<file path="src/rtl/vendor_input.sv">
// vendor_input: input conditioner in front of the vending-machine FSM.
//
// Debounces the three raw button lines (coin, coffee, sprite), turns each
// accepted press into a pending request, and serialises the requests into
// single-cycle pulses with fixed priority c > f > p. This guarantees the FSM
// sees at most one request per clock.
//
// Parameters
//   DB_CYCLES  consecutive differing samples needed to accept a new level
//              (legal range 1..255)
//
// Ports
//   clk        sole clock, rising edge
//   reset      synchronous, active-low reset
//   btn_c      raw coin line, active-high, may bounce
//   btn_f      raw coffee-select line, active-high, may bounce
//   btn_p      raw sprite-select line, active-high, may bounce
//   c, f, p    registered one-cycle request pulses (at most one high)
//   pend       registered pending-request bits {p,f,c}
//   busy       OR of pend
//
// Build option
//   VENDOR_INPUT_SYNC_EN  when defined, each btn_* passes through a two-flop
//                         synchroniser ahead of the debouncer (+2 cycles of
//                         latency). Leave it undefined only when the buttons
//                         are already synchronous to clk.

module vendor_input #(
   parameter int unsigned DB_CYCLES = 4
) (
   input  logic       clk,
   input  logic       reset,
   input  logic       btn_c,
   input  logic       btn_f,
   input  logic       btn_p,
   output logic       c,
   output logic       f,
   output logic       p,
   output logic [2:0] pend,
   output logic       busy
);

   // Terminal count: the sample that makes DB_CYCLES consecutive differing
   // samples is the one that is accepted.
   localparam logic [7:0] TC = 8'(DB_CYCLES - 1);

   logic [2:0] w_raw;
   logic [2:0] w_in;
   logic [2:0] w_accept;
   logic [2:0] w_press;
   logic [2:0] w_grant;

   logic [2:0] r_s;
   logic [7:0] r_cnt [3];
   logic [2:0] r_pend;
   logic [2:0] r_pulse;

   // Bit order {p,f,c} throughout, so index 0 is the highest priority.
   assign w_raw = {btn_p, btn_f, btn_c};

`ifdef VENDOR_INPUT_SYNC_EN
   logic [2:0] r_sync1;
   logic [2:0] r_sync2;

   always_ff @(posedge clk) begin
      if (!reset) begin
         r_sync1 <= '0;
         r_sync2 <= '0;
      end else begin
         r_sync1 <= w_raw;
         r_sync2 <= r_sync1;
      end
   end

   assign w_in = r_sync2;
`else
   assign w_in = w_raw;
`endif

   always_comb begin
      w_accept = '0;
      w_press  = '0;
      for (int i = 0; i < 3; i++) begin
         w_accept[i] = (w_in[i] != r_s[i]) && (r_cnt[i] == TC);
         // Only a 0->1 accept is a press; releases set nothing.
         w_press[i]  = w_accept[i] & w_in[i];
      end
   end

   // Fixed-priority grant from the current pending bits.
   always_comb begin
      w_grant = 3'b000;
      if (r_pend[0]) begin
         w_grant = 3'b001;
      end else if (r_pend[1]) begin
         w_grant = 3'b010;
      end else if (r_pend[2]) begin
         w_grant = 3'b100;
      end
   end

   always_ff @(posedge clk) begin
      if (!reset) begin
         r_s     <= '0;
         r_pend  <= '0;
         r_pulse <= '0;
         for (int i = 0; i < 3; i++) begin
            r_cnt[i] <= '0;
         end
      end else begin
         for (int i = 0; i < 3; i++) begin
            if (w_in[i] == r_s[i]) begin
               r_cnt[i] <= '0;
            end else if (w_accept[i]) begin
               r_s[i]   <= w_in[i];
               r_cnt[i] <= '0;
            end else begin
               r_cnt[i] <= r_cnt[i] + 8'd1;
            end
         end
         // A press landing on the edge its own bit is granted keeps the bit
         // set, so a second pulse follows. A press on an already-pending,
         // ungranted channel simply merges (dropped).
         r_pend  <= (r_pend & ~w_grant) | w_press;
         r_pulse <= w_grant;
      end
   end

   assign c    = r_pulse[0];
   assign f    = r_pulse[1];
   assign p    = r_pulse[2];
   assign pend = r_pend;
   assign busy = |r_pend;

endmodule

</file>
<file path="config.mk">
export PLATFORM = sky130hd
export DESIGN_NAME = vendor_input
export DESIGN_NICKNAME = d
export VERILOG_FILES = /design/src/rtl/vendor_input.sv
export SDC_FILE = /design/constraint.sdc
export NUM_CORES = 1
export LEC_CHECK = 0
export ABC_AREA = 1
export CELL_PAD_IN_SITES_DETAIL_PLACEMENT = 0
export CELL_PAD_IN_SITES_GLOBAL_PLACEMENT = 2
export CORE_ASPECT_RATIO = 0.5
export CORE_MARGIN = 1
export CORE_UTILIZATION = 35
export DETAILED_ROUTE_END_ITERATION = 10
export MAX_ROUTING_LAYER = met4
export PLACE_DENSITY_LB_ADDON = 0.1
export SYNTH_ARGS = -nofsm -noshare
export SYNTH_HDL_FRONTEND = slang
export SYNTH_SLANG_ARGS = --single-unit
</file>
<file path="constraint.sdc">
create_clock -name clk -period 1.7 [get_ports clk]
set_input_delay 0.34 -clock clk [delete_from_list [all_inputs] [get_ports clk]]
set_output_delay 0.34 -clock clk [all_outputs]
set_load 0.005 [all_outputs]
</file>
After elaboration in Yosys (flattened, before gate mapping)
Memory sizes are Yosys's and may differ from the RTL's.
Cells that the tools add are included.
{"block": "classes", "add_sub_neg": 3, "eq_ne": 9, "n_mux": 46, "bitwise_logic": 18, "n_reduce_logical": 7}
{"op": "two-way mux 8 bit", "n": 9}
{"op": "two-way mux 1 bit", "n": 34}
{"op": "adder 8 x 1 -> 8 bit, second input constant", "n": 3}
{"op": "== test 8 x 2 -> 1 bit, second input constant", "n": 3}
{"op": "two-way mux 3 bit", "n": 3}
{"op": "OR 1 bit", "n": 9}
{"op": "AND reduction 2 bit", "n": 3}
{"op": "bitwise AND 1 bit", "n": 3}
{"op": "bitwise AND 3 bit", "n": 1}
{"op": "== test 1 bit", "n": 3}
{"op": "logical AND 1 bit", "n": 3}
{"op": "inequality test 1 bit", "n": 3}
{"op": "NOT 1 bit", "n": 3}
{"op": "NOT 3 bit", "n": 1}
{"op": "OR 3 bit", "n": 1}
{"op": "OR reduction 3 bit", "n": 1}
{"block": "word_totals", "reg_bits": 9, "mem_bits_rw": 24, "inputBits": 5, "out_inout_bits": 7, "elab_cells": 89, "mem_count": 1}
{"memory": "r_cnt", "depth": 3, "word_bits": 8, "read_ports": 3, "rd_clocked_by_memory_dff": 0, "wr": 3, "line": "54", "source": "logic [7:0] r_cnt [3];"}

Logic depth before layout (Yosys ltp)
{"block": "logic_depth", "word_depth": 8, "depth_mapped": 9, "depth_no_buf": 9}

Least setup slack after synthesis
Ideal clock, no wire load.
{"block": "synth_path", "kind": "flip-flop to flip-flop", "from": "memory r_cnt[0][0]", "to": "memory r_cnt[0][5], data pin", "setup_ns": 0.249, "arrival_ns": 1.042, "required_time_ns": 1.451, "path_slack_ns": 0.409, "stages_incl_launch_ff": 9, "path_buffers": 0, "period_less_slack_ns": 1.291, "path_cell_list": "edfxtp_1 ha_1 nand2_1 nor2_2 nand2_2 nand2_4 inv_1 nand2_1 inv_1"}
{"item": "start: declaration", "line": "54"}

Final worst setup path
{"block": "layout_path", "from": "register r_pend[1] (netlist: pend[1])", "to": "output busy"}
{"block": "layout_via", "elab_chain_len": 1}
{"item": "start: declaration", "line": "55", "source": "logic [2:0] r_pend;"}
{"item": "start signal: assignment", "line": "124", "source": "r_pend <= (r_pend & ~w_grant) | w_press;"}
{"item": "OR reduction 3 bit", "line": "133", "source": "assign busy = |r_pend;"}
{"item": "end: declaration", "line": "40", "source": "output logic busy"}
Every way passes these cells.

==> results by group <==
Critical path
  – CP Data Arrival Time: 1.26 ns
  – Worst path cell trace: nor2_1 > nand2_1 > clkdlybuf4s50_1
  – Critical path's largest stage delay: 0.44 ns
  – Worst Path Max Fanout: 4
  – Worst setup EP type: primary output
  – Critical path buffers and inverters: 1
  – Crit path max-delay family: buffers and inverters
  – Critical-path top delay cell: clkdlybuf4s50_1
  – CP required: 1.36 ns
  – Worst Setup Start Kind: register
  – WS Path Type: reg2out

GRT
  – Grt total ovfl: 0
  – Largest net degree at the start of global routing: 11
  – Initial antenna violation count: 0
  – Vias in the first global route: 1,223
  – Global Route Usage Sum: 0.1318
  – First-pass GRT wire length: 5.016 mm

Place
  – Setup WS pre-CTS: 0.1172 ns
  – Final Wtd Congestion: 0.7357
  – Detailed placer's ending HPWL: 2.250 mm
  – Port bufs: 11
  – Placed insts: 316

Pwr
  – P_leak: 0.9972 nW
  – Switching power: 402.4 uW
  – Worst vdd ir: 0.0002978 V
  – Sw Ratio: 0.2467
  – Pint: 1.229 mW
  – Power Dens Cells: 764.1 nW/um^2
  – Sequential Power Share: 0.571
  – Power share of the clock group: 0.345
  – Logic pwr share: 0.084

Final layout
  – Final core utilization: 0.4603
  – Nets: 265
  – Layout filler cell count: 491
  – Non-filler cells, final: 324
  – Share of layout cells above drive strength 1: 0.08915
  – P&R area growth vs syn: 20.14%
  – # diodes: 0

Routing
  – Number of remaining DRC errors: 0
  – Total number of vias: 1,330
  – WL final: 2.973 mm
  – DRT Pass-1 Iters: 4
  – Wire length per cell: 9.176 um
  – Initial DRC count: 38
  – Routed vias/inst: 4.105
  – DRT antenna net count: 0

Logic synthesis
  – Synth warn: 0
  – Register area share after synthesis: 0.5070
  – Synth Register Bits: 33
  – Post-synthesis cell area: 1777 um^2
  – Distinct cells, synth: 24
  – Gate count after technology mapping: 217
  – Syn avg cell area: 8.188 um^2

Clocking
  – Post-CTS Setup Repair Bufs: 0
  – CTS tree: yes
  – Clock Pin Slew Worst Setup and Hold Paths: 0.07 ns
  – Clk buf depth: 2
  – CTS root buffer: clkbuf_8
  – CTS Sinks: 33
  – H-tree lvl count: 2
  – Clk_lat worst skew: 0.28 ns
  – Post-CTS Hold Buffers: 0
  – CTS buffer count: 5

Timing
  – Tcrit/Tclk final: 0.9406
  – Final setup viols: 0
  – Clk_skew: 0.002945 ns
  – Final setup margin: 0.1010 ns
  – Final-report hold violation count: 0
  – Final min period: 1.599 ns
  – Setup Total Neg Slack: 0 ns
  – Slew Limit Fails: 0
  – RSZ-0062 raised after global routing: false
  – Fmax: 625.4 MHz

Floorplan
  – DIE AREA: 5383 um^2
  – Core Area: 4637 um^2
  – FP Rows: 17
  – Initial cell density of the core: 0.3832
  – Die Y: 52.38 um
  – I/O Pins: 12
  – Die Wd: 102.8 um

Run status
  – Status: complete, no violations

Job
  – Max cap viols: 0

Worst hold path
  – Worst hold path type: reg2reg
==> cells by family after synthesis <==
| group | after synthesis | synth area share |
|---|---|---|
| simple gates | 118 | 0.3028 |
| buf+inv | 42 | 0.09155 |
| flops | 33 | 0.5070 |
| compound gates | 11 | 0.03098 |
| xor+xnor | 9 | 0.04437 |
| fa+ha+maj | 3 | 0.02113 |
| other cells | 1 | 0.002111 |
==> worst register-to-register path: cells and delay by family (launching register included) <==
family	cells	cell delay, ns
flops	1	0.40
fa+ha+maj	1	0.20
buf+inv	2	0.08
simple gates	5	0.54
==> synthesized netlist by cell type (all sizes together) <==
cell	instances	share of area
nor3	2	0.0056
nand2	52	0.12
buf	2	0.0070
edfxtp	24	0.41
a21oi	6	0.017
inv	40	0.085
nand4	3	0.011
xnor2	1	0.0049
nor2	37	0.084
ha	3	0.021
conb	1	0.0021
dfxtp	9	0.10
nand3	22	0.075
xor2	8	0.039
or2	2	0.0070
o21ai	5	0.014
==> sequential cells by signal, indices dropped and copies added, names as in the netlist <==
register  count
r_cnt        24
pend          3
r_pulse       3
r_s           3
==> placed cells by master (no fill, tap or decap) <==
cell,instances
xnor2_1,1
clkdlybuf4s50_1,11
nand2_4,2
nor2_2,4
nand2_2,2
dfxtp_2,2
nand4_1,3
clkinv_1,2
nor3_1,2
nand3_1,19
xor2_1,8
o21ai_0,4
nand3_2,2
edfxtp_1,24
clkinv_2,1
nor2_1,33
a21oi_1,6
clkbuf_8,5
ha_1,3
dfxtp_1,7
inv_2,1
inv_1,39
nand3_4,1
buf_4,1
o21ai_1,1
conb_1,24
or2_2,2
nand2_1,48
==> metal layers <==
| metal | wire length (um) | vias up | GRT usage |
|---|---|---|---|
| li1 | - | 735 | - |
| met1 | 1567 | 579 | 0.1512 |
| met2 | 1272 | 12 | 0.2144 |
| met3 | 105 | 4 | 0.04800 |
| met4 | 27 | 0 | 0.04930 |
| met5 | 0 | - | - |
==> power groups by stage <==
stage / Combinational (mW) / Sequential, mW / Clock [mW]
3_3_place_gp: 0.136 / 0.949 / 0
5_1_grt: 0.159 / 0.936 / 0.621
3_5_place_dp: 0.137 / 0.949 / 0
4_1_cts: 0.138 / 0.932 / 0.585
6_report: 0.137 / 0.932 / 0.562
2_1_floorplan: 0.105 / 0.942 / 0
==> layout make-up <==
cell class                 instances  area (um^2)  share of cell area
timing repair buffer              12        117.6             0.05510
multi-input combinational        165        799.5              0.3746
inverter                          40        150.1             0.07034
clock inverter                     3        12.51            0.005862
tap                               66        82.58             0.03869
sequential                        33        903.4              0.4232
clock buffer                       5        68.82             0.03224
==> path summary, 6_finish.rpt <==
kind,from,end,slack (ns),depth (start not counted)
min reg2reg,pend[0],r_pulse[1],0.47,1
max,pend[1],busy,0.10,3
min,pend[0],r_pulse[1],0.47,1
max reg2reg,r_cnt[0][0],r_cnt[0][5],0.25,8
==> through the flow <==
stage	power [mW]	hold WS (ns)	instance area [um^2]
2_1_floorplan	1.046	0.4262	1863
3_3_place_gp	1.085	0.4627	2051
3_5_place_dp	1.087	0.4672	2051
4_1_cts	1.654	0.4805	2132
5_1_grt	1.716	0.4997	2135
6_report	1.631	0.4737	2135
==> repair_timing <==
item	CTS	global route
setup endpoints to repair	0	1
hold endpoints to repair	0	0
resized for setup	0	2
Note: power is estimated with default switching activity, not from simulation.
